===== config.mk =====
export PLATFORM = sky130hd
export DESIGN_NAME = base_hit_arbiter_flat
export DESIGN_NICKNAME = d
export VERILOG_FILES = /design/src/rtl/base_hit_arbiter_pkg.sv /design/src/rtl/base_hit_arbiter_if.sv /design/src/rtl/hurt_timer.sv /design/src/rtl/base_hit_arbiter.sv /design/src/flat_wrapper.sv
export SDC_FILE = /design/constraint.sdc
export NUM_CORES = 1
export LEC_CHECK = 0
export BUFFER_PORTS_ARGS = -buffer_cell sky130_fd_sc_hd__buf_2
export CAP_MARGIN = 20
export CORE_ASPECT_RATIO = 2
export CORE_UTILIZATION = 40
export CTS_CLUSTER_SIZE = 10
export DETAILED_ROUTE_END_ITERATION = 10
export PLACE_DENSITY_LB_ADDON = 0.1
export REMOVE_ABC_BUFFERS = 1
export SLEW_MARGIN = 20
export SYNTH_ARGS = -nofsm -noshare
export SYNTH_HDL_FRONTEND = slang
export SYNTH_HIERARCHICAL = 1
export SYNTH_SLANG_ARGS = --single-unit

===== constraint.sdc =====
create_clock -name Clk -period 2.4 [get_ports Clk]
set_clock_uncertainty 0.05 [all_clocks]
set_input_delay 0.36 -clock Clk [delete_from_list [all_inputs] [get_ports Clk]]
set_output_delay 0.36 -clock Clk [all_outputs]
set_load 0.02 [all_outputs]

===== src/rtl/base_hit_arbiter_pkg.sv =====
// Shared types and defaults for the base hit arbiter: FSM states, winner
// encodings and the HP limits used at game start and for healing.
package base_hit_arbiter_pkg;

    typedef enum logic [1:0] {
        ST_IDLE = 2'd0,
        ST_HURT = 2'd1,
        ST_OVER = 2'd2
    } state_t;

    localparam logic [1:0] WIN_NONE = 2'b00;
    localparam logic [1:0] WIN_P1   = 2'b01;
    localparam logic [1:0] WIN_P2   = 2'b10;

    localparam int HP_W        = 3;
    localparam int HP_INIT_DEF = 5;
    localparam int HP_CAP_DEF  = 6;

endpackage


===== src/rtl/base_hit_arbiter_if.sv =====
// Game-side bundle of the arbiter: cannonball hit requests, power-up heals,
// acknowledges back to the balls and the base status seen by the display.
interface base_hit_arbiter_if
    import base_hit_arbiter_pkg::*;
();

    logic            before_game_flag;
    logic            hit_req1;
    logic            hit_req2;
    logic            heal_req1;
    logic            heal_req2;
    logic            ack1;
    logic            ack2;
    logic [HP_W-1:0] base1_HP;
    logic [HP_W-1:0] base2_HP;
    logic            base1_ruin;
    logic            base2_ruin;
    logic            game_over;
    logic [1:0]      winner;

    modport master (
        output before_game_flag, hit_req1, hit_req2, heal_req1, heal_req2,
        input  ack1, ack2, base1_HP, base2_HP, base1_ruin, base2_ruin,
               game_over, winner
    );

    modport slave (
        input  before_game_flag, hit_req1, hit_req2, heal_req1, heal_req2,
        output ack1, ack2, base1_HP, base2_HP, base1_ruin, base2_ruin,
               game_over, winner
    );

endinterface


===== src/rtl/hurt_timer.sv =====
// Clearable counter that climbs to HURT_CYCLES-1 and sticks there; o_done
// marks that the minimum acknowledge time has elapsed.
module hurt_timer #(
    parameter int HURT_CYCLES = 33554432
) (
    input  logic Clk,
    input  logic Reset,
    input  logic i_clr,
    output logic o_done
);

    localparam int CW = (HURT_CYCLES > 1) ? $clog2(HURT_CYCLES) : 1;
    localparam logic [CW-1:0] LAST = CW'(HURT_CYCLES - 1);

    logic [CW-1:0] r_cnt;

    always_ff @(posedge Clk) begin
        if (Reset || i_clr) begin
            r_cnt <= '0;
        end else if (r_cnt != LAST) begin
            r_cnt <= r_cnt + 1'b1;
        end
    end

    assign o_done = (r_cnt == LAST);

endmodule


===== src/rtl/base_hit_arbiter.sv =====
// Arbitrates cannonball hits on the two bases, applies one-shot heals and
// declares the winner once a base's HP reaches zero.
module base_hit_arbiter
    import base_hit_arbiter_pkg::*;
#(
    parameter int HURT_CYCLES = 33554432,
    parameter int HP_INIT     = HP_INIT_DEF,
    parameter int HP_CAP      = HP_CAP_DEF
) (
    input logic               Clk,
    input logic               Reset,
    base_hit_arbiter_if.slave bus
);

    localparam logic [HP_W-1:0] HP_INIT_V = HP_W'(HP_INIT);
    localparam logic [HP_W-1:0] HP_CAP_V  = HP_W'(HP_CAP);

    state_t          r_state;
    logic            r_owner2;
    logic            r_last2;
    logic [HP_W-1:0] r_hp1;
    logic [HP_W-1:0] r_hp2;
    logic            r_healed1;
    logic            r_healed2;
    logic            r_ack1;
    logic            r_ack2;
    logic [1:0]      r_winner;

    logic            w_rst;
    logic            w_done;
    logic            w_grant1;
    logic            w_grant2;
    logic            w_heal1;
    logic            w_heal2;
    logic            w_own_req;
    logic [HP_W-1:0] w_tgt_hp;

    assign w_rst = Reset | bus.before_game_flag;

    hurt_timer #(
        .HURT_CYCLES(HURT_CYCLES)
    ) u_hurt_timer (
        .Clk   (Clk),
        .Reset (w_rst),
        .i_clr (r_state != ST_HURT),
        .o_done(w_done)
    );

    // On a tie the ball not served last wins; r_last2 = 1 means ball2 was last.
    assign w_grant1 = (r_state == ST_IDLE) && bus.hit_req1 && (!bus.hit_req2 || r_last2);
    assign w_grant2 = (r_state == ST_IDLE) && bus.hit_req2 && (!bus.hit_req1 || !r_last2);

    assign w_heal1 = bus.heal_req1 && !r_healed1 && (r_hp1 != '0) && (r_hp1 < HP_CAP_V);
    assign w_heal2 = bus.heal_req2 && !r_healed2 && (r_hp2 != '0) && (r_hp2 < HP_CAP_V);

    // Ball1 damages base2 and ball2 damages base1.
    assign w_own_req = r_owner2 ? bus.hit_req2 : bus.hit_req1;
    assign w_tgt_hp  = r_owner2 ? r_hp1 : r_hp2;

    always_ff @(posedge Clk) begin
        if (w_rst) begin
            r_state   <= ST_IDLE;
            r_owner2  <= 1'b0;
            r_last2   <= 1'b1;
            r_hp1     <= HP_INIT_V;
            r_hp2     <= HP_INIT_V;
            r_healed1 <= 1'b0;
            r_healed2 <= 1'b0;
            r_ack1    <= 1'b0;
            r_ack2    <= 1'b0;
            r_winner  <= WIN_NONE;
        end else begin
            case (r_state)
                ST_IDLE: begin
                    if (w_grant1) begin
                        r_hp2    <= r_hp2 - 1'b1;
                        r_owner2 <= 1'b0;
                        r_last2  <= 1'b0;
                        r_ack1   <= 1'b1;
                        r_state  <= ST_HURT;
                    end else if (w_grant2) begin
                        r_hp1    <= r_hp1 - 1'b1;
                        r_owner2 <= 1'b1;
                        r_last2  <= 1'b1;
                        r_ack2   <= 1'b1;
                        r_state  <= ST_HURT;
                    end else begin
                        if (w_heal1) begin
                            r_hp1     <= r_hp1 + 1'b1;
                            r_healed1 <= 1'b1;
                        end
                        if (w_heal2) begin
                            r_hp2     <= r_hp2 + 1'b1;
                            r_healed2 <= 1'b1;
                        end
                    end
                end
                ST_HURT: begin
                    if (w_done && !w_own_req) begin
                        r_ack1 <= 1'b0;
                        r_ack2 <= 1'b0;
                        if (w_tgt_hp == '0) begin
                            r_state  <= ST_OVER;
                            r_winner <= r_owner2 ? WIN_P2 : WIN_P1;
                        end else begin
                            r_state <= ST_IDLE;
                        end
                    end
                end
                ST_OVER: begin
                    r_ack1 <= 1'b0;
                    r_ack2 <= 1'b0;
                end
                default: begin
                    r_state <= ST_IDLE;
                    r_ack1  <= 1'b0;
                    r_ack2  <= 1'b0;
                end
            endcase
        end
    end

    assign bus.ack1       = r_ack1;
    assign bus.ack2       = r_ack2;
    assign bus.base1_HP   = r_hp1;
    assign bus.base2_HP   = r_hp2;
    assign bus.base1_ruin = (r_hp1 == '0);
    assign bus.base2_ruin = (r_hp2 == '0);
    assign bus.game_over  = (r_state == ST_OVER);
    assign bus.winner     = r_winner;

endmodule

===== src/flat_wrapper.sv =====
// flat-port wrapper written by rule: the top's interface ports become plain ports
module base_hit_arbiter_flat import base_hit_arbiter_pkg::*;
#(
    parameter int HURT_CYCLES = 33554432,
    parameter int HP_INIT     = HP_INIT_DEF,
    parameter int HP_CAP      = HP_CAP_DEF
)
  (Clk, Reset, bus_before_game_flag, bus_hit_req1, bus_hit_req2, bus_heal_req1, bus_heal_req2, bus_ack1, bus_ack2, bus_base1_HP, bus_base2_HP, bus_base1_ruin, bus_base2_ruin, bus_game_over, bus_winner);
  base_hit_arbiter_if bus_i ();
  input logic Clk;
  input logic Reset;
  input wire logic [$bits(bus_i.before_game_flag)-1:0] bus_before_game_flag;
  input wire logic [$bits(bus_i.hit_req1)-1:0] bus_hit_req1;
  input wire logic [$bits(bus_i.hit_req2)-1:0] bus_hit_req2;
  input wire logic [$bits(bus_i.heal_req1)-1:0] bus_heal_req1;
  input wire logic [$bits(bus_i.heal_req2)-1:0] bus_heal_req2;
  output wire logic [$bits(bus_i.ack1)-1:0] bus_ack1;
  output wire logic [$bits(bus_i.ack2)-1:0] bus_ack2;
  output wire logic [$bits(bus_i.base1_HP)-1:0] bus_base1_HP;
  output wire logic [$bits(bus_i.base2_HP)-1:0] bus_base2_HP;
  output wire logic [$bits(bus_i.base1_ruin)-1:0] bus_base1_ruin;
  output wire logic [$bits(bus_i.base2_ruin)-1:0] bus_base2_ruin;
  output wire logic [$bits(bus_i.game_over)-1:0] bus_game_over;
  output wire logic [$bits(bus_i.winner)-1:0] bus_winner;
  assign bus_i.before_game_flag = bus_before_game_flag;
  assign bus_i.hit_req1 = bus_hit_req1;
  assign bus_i.hit_req2 = bus_hit_req2;
  assign bus_i.heal_req1 = bus_heal_req1;
  assign bus_i.heal_req2 = bus_heal_req2;
  assign bus_ack1 = bus_i.ack1;
  assign bus_ack2 = bus_i.ack2;
  assign bus_base1_HP = bus_i.base1_HP;
  assign bus_base2_HP = bus_i.base2_HP;
  assign bus_base1_ruin = bus_i.base1_ruin;
  assign bus_base2_ruin = bus_i.base2_ruin;
  assign bus_game_over = bus_i.game_over;
  assign bus_winner = bus_i.winner;
  base_hit_arbiter #(.HURT_CYCLES(HURT_CYCLES), .HP_INIT(HP_INIT), .HP_CAP(HP_CAP)) u_core (.Clk(Clk), .Reset(Reset), .bus(bus_i));
endmodule

* After elaboration in Yosys (flattened, before gate mapping) *
Cells that the tools add are included.
Widths: inputs -> output; s select.

cells by class
  add/subtract/negate cells = 5
  order comparisons = 2
  eq/ne operators = 11
  mux-type cells = 20
  bitwise operators = 4
  reduce and logical (&&, ||, !) cells = 38

operator list
  operator               count
  $add 25x1->25 const B  1
  $eq 25x25->1 const B   1
  $ne 25x25->1 const B   1
  $mux 3                 6
  $reduce_and 3->1       5
  $logic_and 1x1->1      11
  $mux 2                 5
  $ne 2x1->1 const B     5
  $logic_not 3->1        3
  $reduce_and 4->1       2
  $add 3x1->3 const B    2
  $logic_not 1->1        6
  $lt 3x3->1 const B     2
  $mux 1                 6
  $pmux 2 s3             1
  $reduce_bool 2->1      3
  $reduce_bool 3->1      2
  $sub 3x1->3 const B    2
  $pmux 1 s2             2
  $reduce_and 2->1       2
  $logic_or 1x1->1       3
  $ne 3x1->1 const B     1
  $not 1->1              3
  $eq 2x1->1 const B     1
  other kinds (4)        4

word-level totals
  flip-flop bits (word level) = 41
  input port bits = 7
  output and inout port bits = 13
  logic and storage cells = 91

* Longest topological paths before layout *
  depth after elaboration = 7
  depth in mapped cells = 8
  gate-level depth less buffers = 7

* Modules after synthesis *
Netlist, hierarchy kept.

modules (own cells, without submodules)
  module            instances  cells an instance  area an instance (um^2)  sequential area each (um^2)
  hurt_timer        1          170                1406.3                   500.5
  base_hit_arbiter  1          99                 853.3                    320.3

* Worst setup path after synthesis *
OpenSTA, ideal clock, no wires.

  kind = register to register
  from = reg u_core.r_state[1]
  to = reg u_core.r_hp1[2], in the netlist u_core/bus.base1_HP[2]
  setup time = 0.072 ns
  data arrival time = 2.140 ns
  required time = 2.278 ns
  path slack = 0.138 ns
  cell stages (with the launch flop) = 9
  path buffers = 1
  clock period less this slack = 2.262 ns
  cells stage by stage = dfxtp_1 > or2_4 > or2_1 > clkbuf_1 > xnor2_1 > ha_1 > or4_4 > a211oi_2 > mux2i_1

between the ends
  longest elaborated chain between the ends = 5
  elaborated cells between the ends (all ways) = 9
  those cells by class = 1 x mux; 1 x bitwise; 7 x reduce/logical

RTL lines
  item                                                             line                                                                    RTL
  from (decl)                                                      base_hit_arbiter.sv:18                                                  state_t r_state;
  from (signal assigned)                                           base_hit_arbiter.sv:62                                                  r_state <= ST_IDLE;
  from (signal assigned)                                           base_hit_arbiter.sv:80                                                  r_state <= ST_HURT;
  from (signal assigned)                                           base_hit_arbiter.sv:86                                                  r_state <= ST_HURT;
  $logic_not 2->1 *                                                base_hit_arbiter.sv:50, base_hit_arbiter.sv:51, base_hit_arbiter.sv:73
  $logic_and 1x1->1 (on tied branches) (2 in a row)                base_hit_arbiter.sv:51, base_hit_arbiter.sv:50
  $reduce_bool 2->1 (no source line) or $not 1->1 (tied branches)  --
  $reduce_and 3->1 (no source line)                                --
  to (signal assigned)                                             base_hit_arbiter.sv:82                                                  r_hp1 <= r_hp1 - 1'b1;
  to (signal assigned)                                             base_hit_arbiter.sv:89                                                  r_hp1 <= r_hp1 + 1'b1;
  to (decl)                                                        base_hit_arbiter.sv:21                                                  logic [HP_W-1:0] r_hp1;

Mark *: on every way between the ends. The rest lies on a longest branch, timed or not.
A chain may end at the register's enable or synchronous reset.

* Worst setup path in the final report *
Same ends and word-level chain as after synthesis.

==> results.md <==
Finish:
- The share of layout cells above drive strength 1 is 0.184.
- The signed area change from the synthesized netlist to the final layout is 13.5%.
- The filler cell count in the final layout is 584.
- The number of nets in the final layout is roughly 300.
- The repair_antennas step left the layout with diodes totalling 0.
- Leaving out filler cells and counting taps, the final layout contains 354.

STA:
- Setup repair after global routing left no endpoint under its margin.
- Derived from the worst setup path, the maximum achievable clock frequency is between 400 and 500 MHz.
- The final setup TNS is 0 ps.
- The worst-case headroom to the max-slew limit is 0.566.
- The setup violation total in the final timing report is 0.
- Dividing the final minimum period by the clock period gives 0.939.
- The hold violation total from the final report is 0.
- The final number of max-transition violations is 0.
- The measured slew at the worst slew-check pin is approximately 650 ps.
- Subtracting the final worst setup slack from the clock period gives 2250 ps.

GRT:
- The first global-routing pass estimated around 9700 µm of wire.
- The number of antenna violations at the first check in global routing is 0.
- The overall global routing resource usage is 0.226.
- The number of global-route vias before repair was around 2100.
- Entering global routing, the biggest net connects 23 pins.
- The total congestion overflow after global routing is 0.

Drt:
- The total wire length is just under 6000 µm.
- The routed layout has between 2000 and 2500 vias.
- The detail route stage leaves a number of antenna-violating nets equal to 0.
- The first detailed-routing pass took 4 iterations.
- For this run, design rule violations remaining after detail routing come to 0.
- The initial DRC count is between 60 and 70.
- The average detailed-routed wire length per instance is roughly 17 µm.
- The via-per-instance ratio is between 5 and 6.

Logic synthesis:
- The share of the Yosys chip area taken by registers is 0.363.
- Averaged over all synthesized cells, the footprint is ~8.4 µm².
- Yosys attributes the largest share of cell area to sky130_fd_sc_hd__dfxtp_1, sky130_fd_sc_hd__mux2i_1, sky130_fd_sc_hd__nand2_1.
- The count of distinct cell types in the synthesized netlist is approximately 50.
- In this run, synthesis inferred 0 flip-flops with an integrated enable.
- Of the post-synthesis cell area, the dominant cell type holds 0.363.
- The synthesized netlist cell count is 269.
- The commonest cells after synthesis are sky130_fd_sc_hd__dfxtp_1, sky130_fd_sc_hd__nand2_1, sky130_fd_sc_hd__mux2i_1, sky130_fd_sc_hd__a21oi_1.
- Yosys printed 6 warnings.
- The largest total area in the synthesized netlist belongs to sky130_fd_sc_hd__dfxtp_1.
- In the post-synthesis netlist, the cell with the most instances is sky130_fd_sc_hd__dfxtp_1.
- Counting flops and latches in the post-synthesis netlist gives 41.
- Counting flops with an async set or reset pin after synthesis yields a share of 0.
- The most used flip-flop cell after synthesis is sky130_fd_sc_hd__dfxtp_1.
- Summing every instance area after synthesis gives between 2000 and 2500 µm².

Clocking:
- The CTS root buffer is sky130_fd_sc_hd__clkbuf_8.
- The number of clock buffers added by TritonCTS is 5.
- The clock tree from TritonCTS is done.
- The clock net sink count is 41.
- The maximum level of the CTS H-tree is 2.
- The total setup buffers inserted after CTS is 0.
- The clock passes through at most 2 buffers.
- The source-to-sink clock delay at the later pin of the worst-skew pair is 300 ps.
- Clock-pin slew was measured on the worst setup and hold paths at approximately 70 ps.
- For this design, the CTS-stage hold fixing added 0 buffers.

Run status:
- The flow ran to the end, and the final reports show no timing, DRC or antenna violations.

Setup path:
- The worst setup path is launched from a register.
- The biggest fanout along the worst timing path is 5.
- The data required time of the worst path is approximately 2600 ps.
- Measured in cells, the most critical reg-to-reg path has a length of 7.
- The kind of capture point of the worst setup path is a register.
- At the worst endpoint, the arrival time is 2430 ps.
- The critical path is of the reg -> reg type.

Die:
- The initial core utilization is 0.417.
- 20 I/O pins were placed.
- The die covers 5970 µm².
- The core box area is 5420 µm².
- The number of rows created at floorplan is 38.
- The floorplan step set the die width to approximately 55 µm.
- The height of the chip is around 110 µm.

Power and ir drop:
- For this design the ratio of total power to cell area is 509 nW/µm².
- Summed over all cells, the static leakage comes to approximately 0.9 nW.
- The maximum vdd ir drop is ~0.53 mV.

Placement:
- After legalization and detailed placement, the total HPWL measured between 4000 and 5000 µm.
- The number of I/O port buffers is 19.
- Once placement completed, the tool counted placed cells totaling between 300 and 400.
- The routability congestion estimate from global placement is about 0.77.

Worst hold path:
- The worst hold path passes through 2 cells.
- The tightest min-delay check is of the reg -> reg type.

Flow run:
- The number of max-cap violations is 0.
## kinds of logic (layout without fill, tap and decap cells)
group / Yosys count / count (layout) / synth area share
AO/OA/AOI/OAI: 60 / 60 / 0.190
XOR/XNOR: 2 / 2 / 0.00775
AND/OR/NAND/NOR: 117 / 117 / 0.287
multiplexers: 20 / 20 / 0.0886
adder cells (fa/ha/maj): 3 / 3 / 0.0166
flip-flops: 41 / 41 / 0.363
buffers and inverters: 26 / 51 / 0.0460
## per-stage QoR
step | cell area (µm²) | hold WS [ps] | total power, W | util | setup slack, ps
6_report | 2560 | 397 | 0.00131 | 0.473 | 145
3_5_place_dp | 2470 | 385 | 0.000860 | 0.456 | 124
3_3_place_gp | 2470 | 379 | 0.000859 | 0.456 | 159
4_1_cts | 2560 | 396 | 0.00133 | 0.472 | 142
2_1_floorplan | 2200 | 370 | 0.000808 | - | -531
5_1_grt | 2560 | 420 | 0.00137 | 0.473 | 9.33
## worst paths after layout
| kind | start | to | slack [ps] |
|---|---|---|---|
| hold / removal | u_core/r_healed2$_SDFFE_PP0P_ | u_core/r_healed2$_SDFFE_PP0P_ | 400 |
| setup / recovery | u_core/r_state[1]$_SDFFE_PP0P_ | u_core/bus.base1_HP[2]$_SDFFE_PP1P_ | 150 |
| hold reg to reg | u_core/r_healed2$_SDFFE_PP0P_ | u_core/r_healed2$_SDFFE_PP0P_ | 400 |
| setup reg to reg | u_core/r_state[1]$_SDFFE_PP0P_ | u_core/bus.base1_HP[2]$_SDFFE_PP1P_ | 150 |
## cell usage in the layout, fill, tap and decap left out, types with 2 or more instances in the layout
master                      synthesis  routed
sky130_fd_sc_hd__a41oi_1            2       2
sky130_fd_sc_hd__o21ai_0           10      10
sky130_fd_sc_hd__nor2_1            13      13
sky130_fd_sc_hd__a21oi_2            2       2
sky130_fd_sc_hd__nand3_1           13      13
sky130_fd_sc_hd__o31ai_1            3       3
sky130_fd_sc_hd__or4_4              2       2
sky130_fd_sc_hd__a21oi_1           15      15
sky130_fd_sc_hd__a2111o_1           4       4
sky130_fd_sc_hd__nand2_1           31      31
sky130_fd_sc_hd__o21a_1             3       3
sky130_fd_sc_hd__nand2b_1           2       2
sky130_fd_sc_hd__and2_1             4       4
sky130_fd_sc_hd__clkbuf_8           0       6
sky130_fd_sc_hd__buf_2              5      19
sky130_fd_sc_hd__xnor2_1            2       2
sky130_fd_sc_hd__and3_1             3       3
sky130_fd_sc_hd__inv_1             12      12
sky130_fd_sc_hd__dfxtp_1           41      40
sky130_fd_sc_hd__a31oi_1            2       2
sky130_fd_sc_hd__nand4_1            8       8
sky130_fd_sc_hd__nor3_1             5       5
sky130_fd_sc_hd__or3_1             12      12
sky130_fd_sc_hd__ha_1               3       3
sky130_fd_sc_hd__nor2b_1            3       3
sky130_fd_sc_hd__or4_1              5       5
sky130_fd_sc_hd__mux2i_1           20      20
sky130_fd_sc_hd__buf_4              0      12
sky130_fd_sc_hd__and4_1             3       3
sky130_fd_sc_hd__a21boi_1           2       2
sky130_fd_sc_hd__or2_2              2       2
sky130_fd_sc_hd__nor4_1             3       2
sky130_fd_sc_hd__a2111oi_0          4       4
sky130_fd_sc_hd__a211oi_1           5       5
## power by group
part           internal (W)  total, W  switching [W]
Combinational     0.0000585  0.000136      0.0000775
Sequential         0.000692  0.000707      0.0000152
Clock              0.000228  0.000463       0.000235
## sequential cells by signal, summed over array words and instances, names as in the netlist
name and cells:
u_core/bus.base2_HP 3, u_core/r_state 2, u_core/r_healed2 1, u_core/r_last2 1, u_core/u_hurt_timer/r_cnt 25, u_core/r_healed1 1
u_core/bus.winner 2, u_core/r_owner2 1, u_core/bus.ack2 1, u_core/bus.base1_HP 3, u_core/bus.ack1 1
## metal layers
layer  wire [µm]  track usage
met5           0            0
met2        3390        0.424
met4         176        0.107
met3         141       0.0366
met1        2160        0.219
## area by class of cell
| type | count | area [µm²] | share of cell area |
|---|---|---|---|
| well taps | 60 | 75.1 | 0.0293 |
| repair buffers | 31 | 185 | 0.0722 |
| clock buffers | 7 | 86.3 | 0.0337 |
| inverters | 13 | 48.8 | 0.0190 |
| multi-input cells | 202 | 1350 | 0.525 |
| flip-flops and latches | 41 | 822 | 0.320 |
## repair_timing
item                                    CTS  global route
resized for setup                         0             2
endpoints found under the setup margin    0             2
hold endpoints to repair                  0             0
## worst max-delay path: stages (launching register included)
cell and delay (ps):
sky130_fd_sc_hd__dfxtp_1 350, sky130_fd_sc_hd__or2_4 280, sky130_fd_sc_hd__or2_1 260, sky130_fd_sc_hd__xnor2_1 130, sky130_fd_sc_hd__ha_1 200, sky130_fd_sc_hd__or4_4 510, sky130_fd_sc_hd__a211oi_2 210, sky130_fd_sc_hd__mux2i_1 190
No activity file was read; power rests on OpenSTA's default activity.
